## config.mk

```make
export PLATFORM = sky130hd
export DESIGN_NAME = mc_datapath
export DESIGN_NICKNAME = d
export VERILOG_FILES = /design/src/rtl/mc_pkg.sv /design/src/rtl/mc_regfile.sv /design/src/rtl/mc_datapath.sv
export SDC_FILE = /design/constraint.sdc
export NUM_CORES = 2
export LEC_CHECK = 0
export ABC_AREA = 1
export BUFFER_PORTS_ARGS = -buffer_cell sky130_fd_sc_hd__clkbuf_2
export CAP_MARGIN = 20
export CORE_UTILIZATION = 25
export CTS_CLUSTER_SIZE = 8
export DETAILED_ROUTE_END_ITERATION = 10
export SETUP_SLACK_MARGIN = 0.05
export SLEW_MARGIN = 5
export SYNTH_ARGS = -nofsm -noshare
export SYNTH_HDL_FRONTEND = slang
export SYNTH_SLANG_ARGS = --single-unit
```

## constraint.sdc

```tcl
create_clock -name clk -period 5.7 [get_ports clk]
set_input_delay 0.855 -clock clk [delete_from_list [all_inputs] [get_ports clk]]
set_output_delay 0.855 -clock clk [all_outputs]
set_load 0.01 [all_outputs]
```

## src/rtl/mc_pkg.sv

```systemverilog
// Shared encodings for the multi-cycle datapath: opcodes, functs, FSM states,
// trap causes, ALU operations and the decoded instruction class.
package mc_pkg;

  localparam logic [5:0] OP_RTYPE = 6'h00;
  localparam logic [5:0] OP_J     = 6'h02;
  localparam logic [5:0] OP_JAL   = 6'h03;
  localparam logic [5:0] OP_BEQ   = 6'h04;
  localparam logic [5:0] OP_ADDI  = 6'h08;
  localparam logic [5:0] OP_LW    = 6'h23;
  localparam logic [5:0] OP_SW    = 6'h2B;

  localparam logic [5:0] FN_ADD   = 6'h20;
  localparam logic [5:0] FN_SUB   = 6'h22;
  localparam logic [5:0] FN_AND   = 6'h24;
  localparam logic [5:0] FN_OR    = 6'h25;
  localparam logic [5:0] FN_SLT   = 6'h2A;

  typedef enum logic [2:0] {
    FETCH  = 3'd0,
    DECODE = 3'd1,
    EXEC   = 3'd2,
    MEM    = 3'd3,
    WB     = 3'd4,
    TRAP   = 3'd5
  } state_t;

  typedef enum logic [2:0] {
    TC_NONE     = 3'd0,
    TC_ILLEGAL  = 3'd1,
    TC_IMEM_TO  = 3'd2,
    TC_DMEM_TO  = 3'd3,
    TC_MISALIGN = 3'd4
  } trap_cause_t;

  typedef enum logic [2:0] {
    ALU_ADD = 3'd0,
    ALU_SUB = 3'd1,
    ALU_AND = 3'd2,
    ALU_OR  = 3'd3,
    ALU_SLT = 3'd4
  } alu_op_t;

  // Instruction class after decode; K_ILL marks anything outside the subset.
  typedef enum logic [2:0] {
    K_ILL  = 3'd0,
    K_R    = 3'd1,
    K_ADDI = 3'd2,
    K_LW   = 3'd3,
    K_SW   = 3'd4,
    K_BEQ  = 3'd5,
    K_J    = 3'd6,
    K_JAL  = 3'd7
  } kind_t;

  // True when a 5-bit register field names an implemented register.
  function automatic logic reg_ok(input logic [4:0] idx, input int nregs);
    return (int'(idx) < nregs);
  endfunction

  // 32-bit modulo ALU; slt compares as signed.
  function automatic logic [31:0] alu_calc(input alu_op_t op,
                                           input logic [31:0] a,
                                           input logic [31:0] b);
    logic [31:0] r;
    r = a + b;
    case (op)
      ALU_ADD: r = a + b;
      ALU_SUB: r = a - b;
      ALU_AND: r = a & b;
      ALU_OR:  r = a | b;
      ALU_SLT: r = ($signed(a) < $signed(b)) ? 32'd1 : 32'd0;
      default: r = a + b;
    endcase
    return r;
  endfunction

endpackage

```

## src/rtl/mc_regfile.sv

```systemverilog
// Register file: two asynchronous read ports, one synchronous write port.
// Index 0 always reads zero and ignores writes. Contents are not reset.
module mc_regfile
  import mc_pkg::*;
#(
  parameter int NREGS = 32,
  localparam int AW   = (NREGS > 1) ? $clog2(NREGS) : 1
) (
  input  logic          clk,
  input  logic [AW-1:0] ra1,
  output logic [31:0]   rd1,
  input  logic [AW-1:0] ra2,
  output logic [31:0]   rd2,
  input  logic          we,
  input  logic [AW-1:0] wa,
  input  logic [31:0]   wd
);

  logic [31:0] regs [NREGS];

  // Write port; writes to index 0 are discarded.
  always_ff @(posedge clk) begin
    if (we && (wa != '0)) begin
      regs[wa] <= wd;
    end
  end

  assign rd1 = (ra1 == '0) ? 32'd0 : regs[ra1];
  assign rd2 = (ra2 == '0) ? 32'd0 : regs[ra2];

endmodule

```

## src/rtl/mc_datapath.sv

```systemverilog
// Multi-cycle datapath: FETCH -> DECODE -> EXEC -> [MEM] -> [WB] per instruction.
// Memory handshake: req is raised on entry to FETCH/MEM and held until ack; a
// transfer completes in the cycle where req && ack are both 1 (ack in the first
// req cycle is allowed). Acks seen while req is low are ignored. A request that
// waits MEM_TIMEOUT cycles without ack sends the core to TRAP.
module mc_datapath
  import mc_pkg::*;
#(
  parameter int          NREGS       = 32,
  parameter logic [31:0] RESET_PC    = 32'h0,
  parameter int          MEM_TIMEOUT = 16
) (
  input  logic        clk,
  input  logic        reset,
  output logic        imem_req,
  output logic [31:0] imem_addr,
  input  logic [31:0] imem_rdata,
  input  logic        imem_ack,
  output logic        dmem_req,
  output logic        dmem_we,
  output logic [31:0] dmem_addr,
  output logic [31:0] dmem_wdata,
  input  logic [31:0] dmem_rdata,
  input  logic        dmem_ack,
  output logic [31:0] pc,
  output logic [31:0] resultadoALU,
  output logic        instr_done,
  output logic        trap,
  output logic [2:0]  trap_cause
);

  localparam int AW = (NREGS > 1) ? $clog2(NREGS) : 1;
  localparam int CW = $clog2(MEM_TIMEOUT + 1);
  localparam logic [CW-1:0] CNT_LAST = CW'(MEM_TIMEOUT - 1);

  state_t      state_q, state_d;
  logic [31:0] pc_q, pc_d;
  logic [CW-1:0] cnt_q, cnt_d;
  trap_cause_t cause_q, cause_d;
  logic        done_q, done_d;

  logic [31:0] ir_q, a_q, b_q, alu_q, mdr_q;

  // Instruction fields
  logic [5:0]  opcode, funct;
  logic [4:0]  rs_f, rt_f, rd_f, shamt;
  logic [25:0] tgt;
  logic [31:0] imm_sext;

  assign opcode   = ir_q[31:26];
  assign rs_f     = ir_q[25:21];
  assign rt_f     = ir_q[20:16];
  assign rd_f     = ir_q[15:11];
  assign shamt    = ir_q[10:6];
  assign funct    = ir_q[5:0];
  assign tgt      = ir_q[25:0];
  assign imm_sext = {{16{ir_q[15]}}, ir_q[15:0]};

  kind_t   kind;
  alu_op_t alu_op;
  logic    legal;

  // Decode the held instruction into a class, ALU op and legality flag.
  always_comb begin
    kind   = K_ILL;
    alu_op = ALU_ADD;
    case (opcode)
      OP_RTYPE: begin
        if (shamt == 5'd0) begin
          case (funct)
            FN_ADD:  begin kind = K_R; alu_op = ALU_ADD; end
            FN_SUB:  begin kind = K_R; alu_op = ALU_SUB; end
            FN_AND:  begin kind = K_R; alu_op = ALU_AND; end
            FN_OR:   begin kind = K_R; alu_op = ALU_OR;  end
            FN_SLT:  begin kind = K_R; alu_op = ALU_SLT; end
            default: kind = K_ILL;
          endcase
        end
      end
      OP_ADDI: kind = K_ADDI;
      OP_LW:   kind = K_LW;
      OP_SW:   kind = K_SW;
      OP_BEQ:  begin kind = K_BEQ; alu_op = ALU_SUB; end
      OP_J:    kind = K_J;
      OP_JAL:  kind = K_JAL;
      default: kind = K_ILL;
    endcase

    case (kind)
      K_R:                     legal = reg_ok(rs_f, NREGS) && reg_ok(rt_f, NREGS) &&
                                       reg_ok(rd_f, NREGS);
      K_ADDI, K_LW, K_SW, K_BEQ: legal = reg_ok(rs_f, NREGS) && reg_ok(rt_f, NREGS);
      K_JAL:                   legal = reg_ok(5'd31, NREGS);
      K_J:                     legal = 1'b1;
      default:                 legal = 1'b0;
    endcase
  end

  // Register file
  logic [31:0]   rd1, rd2;
  logic          rf_we;
  logic [4:0]    rf_wa_full;
  logic [31:0]   rf_wd;
  logic [AW-1:0] ra1, ra2, rf_wa;

  assign ra1   = rs_f[AW-1:0];
  assign ra2   = rt_f[AW-1:0];
  assign rf_wa = rf_wa_full[AW-1:0];

  mc_regfile #(.NREGS(NREGS)) u_rf (
    .clk (clk),
    .ra1 (ra1),
    .rd1 (rd1),
    .ra2 (ra2),
    .rd2 (rd2),
    .we  (rf_we),
    .wa  (rf_wa),
    .wd  (rf_wd)
  );

  // ALU and PC arithmetic
  logic [31:0] op_b, alu_res, exec_res, pc_plus4, branch_tgt, jump_tgt;

  assign op_b       = ((kind == K_R) || (kind == K_BEQ)) ? b_q : imm_sext;
  assign alu_res    = alu_calc(alu_op, a_q, op_b);
  assign pc_plus4   = pc_q + 32'd4;
  assign branch_tgt = pc_plus4 + (imm_sext << 2);
  assign jump_tgt   = {pc_plus4[31:28], tgt, 2'b00};
  // Jumps carry the link value through the ALU register so WB can write it.
  assign exec_res   = ((kind == K_J) || (kind == K_JAL)) ? pc_plus4 : alu_res;

  // Datapath holding registers: IR, operands, ALU result, load data.
  always_ff @(posedge clk) begin
    if (!reset) begin
      ir_q  <= 32'd0;
      a_q   <= 32'd0;
      b_q   <= 32'd0;
      alu_q <= 32'd0;
      mdr_q <= 32'd0;
    end else begin
      if ((state_q == FETCH) && imem_ack) ir_q <= imem_rdata;
      if (state_q == DECODE) begin
        a_q <= rd1;
        b_q <= rd2;
      end
      if (state_q == EXEC) alu_q <= exec_res;
      if ((state_q == MEM) && dmem_ack) mdr_q <= dmem_rdata;
    end
  end

  // Next-state, PC update, timeout counting, register writeback and retire.
  always_comb begin
    state_d    = state_q;
    pc_d       = pc_q;
    cnt_d      = '0;
    cause_d    = cause_q;
    done_d     = 1'b0;
    rf_we      = 1'b0;
    rf_wa_full = rt_f;
    rf_wd      = alu_q;
    imem_req   = 1'b0;
    dmem_req   = 1'b0;

    case (state_q)
      FETCH: begin
        imem_req = 1'b1;
        if (imem_ack) begin
          state_d = DECODE;
        end else if (cnt_q == CNT_LAST) begin
          state_d = TRAP;
          cause_d = TC_IMEM_TO;
        end else begin
          cnt_d = cnt_q + CW'(1);
        end
      end
      DECODE: begin
        if (!legal) begin
          state_d = TRAP;
          cause_d = TC_ILLEGAL;
        end else begin
          state_d = EXEC;
        end
      end
      EXEC: begin
        case (kind)
          K_BEQ: begin
            pc_d    = (a_q == b_q) ? branch_tgt : pc_plus4;
            done_d  = 1'b1;
            state_d = FETCH;
          end
          K_J: begin
            pc_d    = jump_tgt;
            done_d  = 1'b1;
            state_d = FETCH;
          end
          K_LW, K_SW: begin
            if (alu_res[1:0] != 2'b00) begin
              state_d = TRAP;
              cause_d = TC_MISALIGN;
            end else begin
              state_d = MEM;
            end
          end
          default: state_d = WB;
        endcase
      end
      MEM: begin
        dmem_req = 1'b1;
        if (dmem_ack) begin
          if (kind == K_SW) begin
            pc_d    = pc_plus4;
            done_d  = 1'b1;
            state_d = FETCH;
          end else begin
            state_d = WB;
          end
        end else if (cnt_q == CNT_LAST) begin
          state_d = TRAP;
          cause_d = TC_DMEM_TO;
        end else begin
          cnt_d = cnt_q + CW'(1);
        end
      end
      WB: begin
        rf_we = 1'b1;
        case (kind)
          K_R:     begin rf_wa_full = rd_f;  rf_wd = alu_q; end
          K_LW:    begin rf_wa_full = rt_f;  rf_wd = mdr_q; end
          K_JAL:   begin rf_wa_full = 5'd31; rf_wd = alu_q; end
          default: begin rf_wa_full = rt_f;  rf_wd = alu_q; end
        endcase
        pc_d    = (kind == K_JAL) ? jump_tgt : pc_plus4;
        done_d  = 1'b1;
        state_d = FETCH;
      end
      TRAP: begin
        state_d = TRAP;
      end
      default: begin
        state_d = TRAP;
        cause_d = TC_ILLEGAL;
      end
    endcase
  end

  // FSM state, PC, timeout counter, trap cause and retire pulse.
  always_ff @(posedge clk) begin
    if (!reset) begin
      state_q <= FETCH;
      pc_q    <= RESET_PC;
      cnt_q   <= '0;
      cause_q <= TC_NONE;
      done_q  <= 1'b0;
    end else begin
      state_q <= state_d;
      pc_q    <= pc_d;
      cnt_q   <= cnt_d;
      cause_q <= cause_d;
      done_q  <= done_d;
    end
  end

  assign imem_addr    = pc_q;
  assign dmem_we      = (state_q == MEM) && (kind == K_SW);
  assign dmem_addr    = (state_q == MEM) ? alu_q : 32'd0;
  assign dmem_wdata   = (state_q == MEM) ? b_q : 32'd0;
  assign pc           = pc_q;
  assign resultadoALU = alu_q;
  assign instr_done   = done_q;
  assign trap         = (state_q == TRAP);
  assign trap_cause   = cause_q;

endmodule

```

==> qor.txt <==
Die H -> 520 um
Share of cells above drive strength 1 -> 10.4%
Detailed-route vias per instance -> 5.61
Initial DRC Count -> 8482
RSZ-0062 raised after global routing -> no
Synth Register Bits -> 1236
Residual DRC -> 0
Commonest non-fill, non-tap cell in the layout -> nand2_1
Delay-heaviest family, CP -> simple AND/OR/NAND/NOR gates
H-tree depth -> 4
Fill cells -> 27600
Asr flop ratio synth -> 0%
Status -> complete, no violations
Crit-path max FO -> 14
Max Slew Vio Count -> 0
Final Wtd Congestion -> 0.980
First-pass GRT wire length -> 410 mm
Max-cap check violation count -> 0
Antenna Nets Post-Route -> 0
Die Wd -> 520 um
Core Box Area -> 266000 sq um
Largest net degree at the start of global routing -> 175
Avg Cell Area, Syn -> 9.30 sq um
Fmax -> 192 MHz
Layout Area Growth over Synthesis -> 15.5%
Rel. slew slack -> 25.0%
Minimum clock period -> 5.21 ns
Clk_lat worst skew -> 0.84 ns
Final WL -> 292 mm
Worst Setup End Kind -> register
Worst setup SP type -> register
Layout Skew -> 0.0412 ns
Max incr delay on CP -> 0.44 ns
Worst path bufs/invs -> 4
Total Routing Usage GR -> 20.6%
Hold Path Class -> in -> reg
Yosys cell types -> 63
Yosys warnings -> 0
DP Cell Count -> 10600
Hold WS -> 0.307 ns
Final Hold Fails -> 0
Non-Filler Instances -> 10900
Slowest cell on crit path -> fa_1
Clock Sinks -> 1236
DP Wirelength -> 184 mm
Ys flop type -> edfxtp_1
Required time of the critical path -> 6.35 ns
Instance area at placement -> 72600 sq um
Final Cycle Share -> 91.4%
Die ar. -> 271000 sq um
Design Power -> 33800 uW
I/O Buffers -> 231
Post-CTS Setup Bufs -> 0
TritonCTS clock tree -> built
Syn Std Cell Area -> 67200 sq um
Rows -> 189
Most used cell along the critical path -> nand2_1
Worst r2r src -> ir_q[31]
EDFF count, synth -> 1024
Grt total ovfl -> 0
Actual slew at the worst max-slew pin -> 1.12 ns
Pwr dens -> 435 nW/um^2
Hold path endpoint -> ir_q[29]
Multi-input gate area -> 28600 sq um
Setup Crit Path Kind -> reg -> reg
Total CTS buffers -> 175
Gate Count Post-Synth -> 7224
Reg-to-Reg End -> resultadoALU[18]
Setup slack, reg-to-reg -> 0.49 ns
Hold path depth -> 3
Routed WL per cell -> 26.8 um
P_leak -> 0.0267 uW
CTS Buffer Depth -> 3
Nets -> 7481
Reg2Reg Depth -> 27
Storage element area -> 35000 sq um
Initial antenna violation count -> 14
Clk slew on worst S/H paths -> 0.06 ns
Io pins -> 236
Clk root buf -> clkbuf_16
Final setup TNS -> 0 ns
Design Area, Final -> 77600 sq um
Final Setup Violations -> 0
Worst VDD drop -> 0.243 mV
CP arrival -> 5.86 ns
Vias -> 61100
Number of global-route vias before repair -> 57600
Most frequent cells in the layout -> nand2_1, edfxtp_1, a21oi_1, nor2_1, o21ai_0
Hold_sp -> imem_rdata[29]
Drt pass-1 iters -> 7
Register area share after synthesis -> 52.1%
Starting Density -> 25.2%
## state kept, by name, summed over array words and instances, names as in the netlist, named ones only
name and cells:
resultadoALU 32, b_q 32, trap_cause 3, ir_q 32
a_q 32, instr_done 1, imem_addr 30, state_q 3
cnt_q 5, mdr_q 32, u_rf.regs 1024
## kinds of logic after synthesis
kind of cell	after synthesis	synth area share [%]
adder cells (fa/ha/maj)	131	2.47
XOR/XNOR	60	0.782
other	1	0.00558
AND/OR/NAND/NOR	2437	14.9
flip-flops	1236	52.1
multiplexers	256	3.81
AO/OA/AOI/OAI	2080	19.8
buffers and inverters	1023	6.11
## layout make-up
| type | instances | area share, % |
|---|---|---|
| clock inverter | 19 | 0.337 |
| antenna | 7 | 0.0226 |
| tap | 3533 | 5.70 |
| timing repair buffer | 407 | 3.75 |
| multi-input combinational | 5000 | 36.8 |
| sequential | 1236 | 45.1 |
| clock buffer | 225 | 5.95 |
| inverter | 462 | 2.26 |
## repair_timing
| item | CTS | global route |
|---|---|---|
| hold buffers | 0 | 0 |
| endpoints found under the setup margin | 0 | 7 |
| resized for setup | 0 | 1 |
## how the worst max path moves through the flow
stage	startpoint	end	slack [ns]	cells past startpoint
finish	ir_q[31]	resultadoALU[18]	0.49	27
global route	ir_q[31]	resultadoALU[15]	0.20	22
CTS	ir_q[1]	resultadoALU[18]	0.31	26
detailed placement	ir_q[1]	resultadoALU[18]	0.39	26
global placement	ir_q[31]	resultadoALU[18]	0.35	27
floorplan	ir_q[1]	resultadoALU[30]	1.97	27
## tightest hold or removal path, cell delays in order
cell	delay (ns)
clkbuf_2	0.08
nand3_1	0.08
a21oi_1	0.07
## per-layer routing
layer  GRT usage, %  part of all wire, %  routed length, um
met1           26.3                   39             115000
met5              0                0.026                 75
met3           4.00                  9.7              28400
met4           12.2                  6.1              17900
met2           32.3                   45             130000
## metrics by stage
stage	util (%)	setup WS [ns]
CTS	29.1	0.315
finish	29.1	0.490
global placement	27.2	0.354
floorplan	-	1.97
global route	29.1	0.199
detailed placement	27.3	0.389
## synth_stat cells, types with 7 or more instances
cell type / number / area [sq um]
clkbuf_1: 403 / 1510
xnor2_1: 16 / 140
a31oi_1: 12 / 75.1
mux2i_1: 256 / 2560
buf_4: 37 / 278
o221ai_1: 265 / 2320
nand3_1: 339 / 1700
dfxtp_1: 212 / 4240
inv_1: 433 / 1630
o21bai_1: 22 / 165
ha_1: 128 / 1600
buf_2: 87 / 435
a32oi_1: 257 / 2250
a21o_1: 7 / 52.6
o2111ai_1: 8 / 70.1
a21oi_1: 626 / 3130
edfxtp_1: 1024 / 30700
buf_1: 32 / 120
xor2_1: 44 / 385
nor2_1: 594 / 2230
nand2_1: 1356 / 5090
nor4_1: 10 / 62.6
nand2_2: 7 / 43.8
or2_2: 7 / 43.8
o21ai_0: 556 / 2780
nand4_1: 60 / 375
inv_2: 22 / 82.6
nor3_1: 33 / 165
o22ai_1: 7 / 43.8
o211ai_1: 282 / 2120
## report_power, final
| group | switching [uW] | internal, uW |
|---|---|---|
| registers | 937 | 10300 |
| clock network | 4030 | 5610 |
| logic | 9320 | 3610 |
Note: power is estimated with default switching activity, not from simulation.
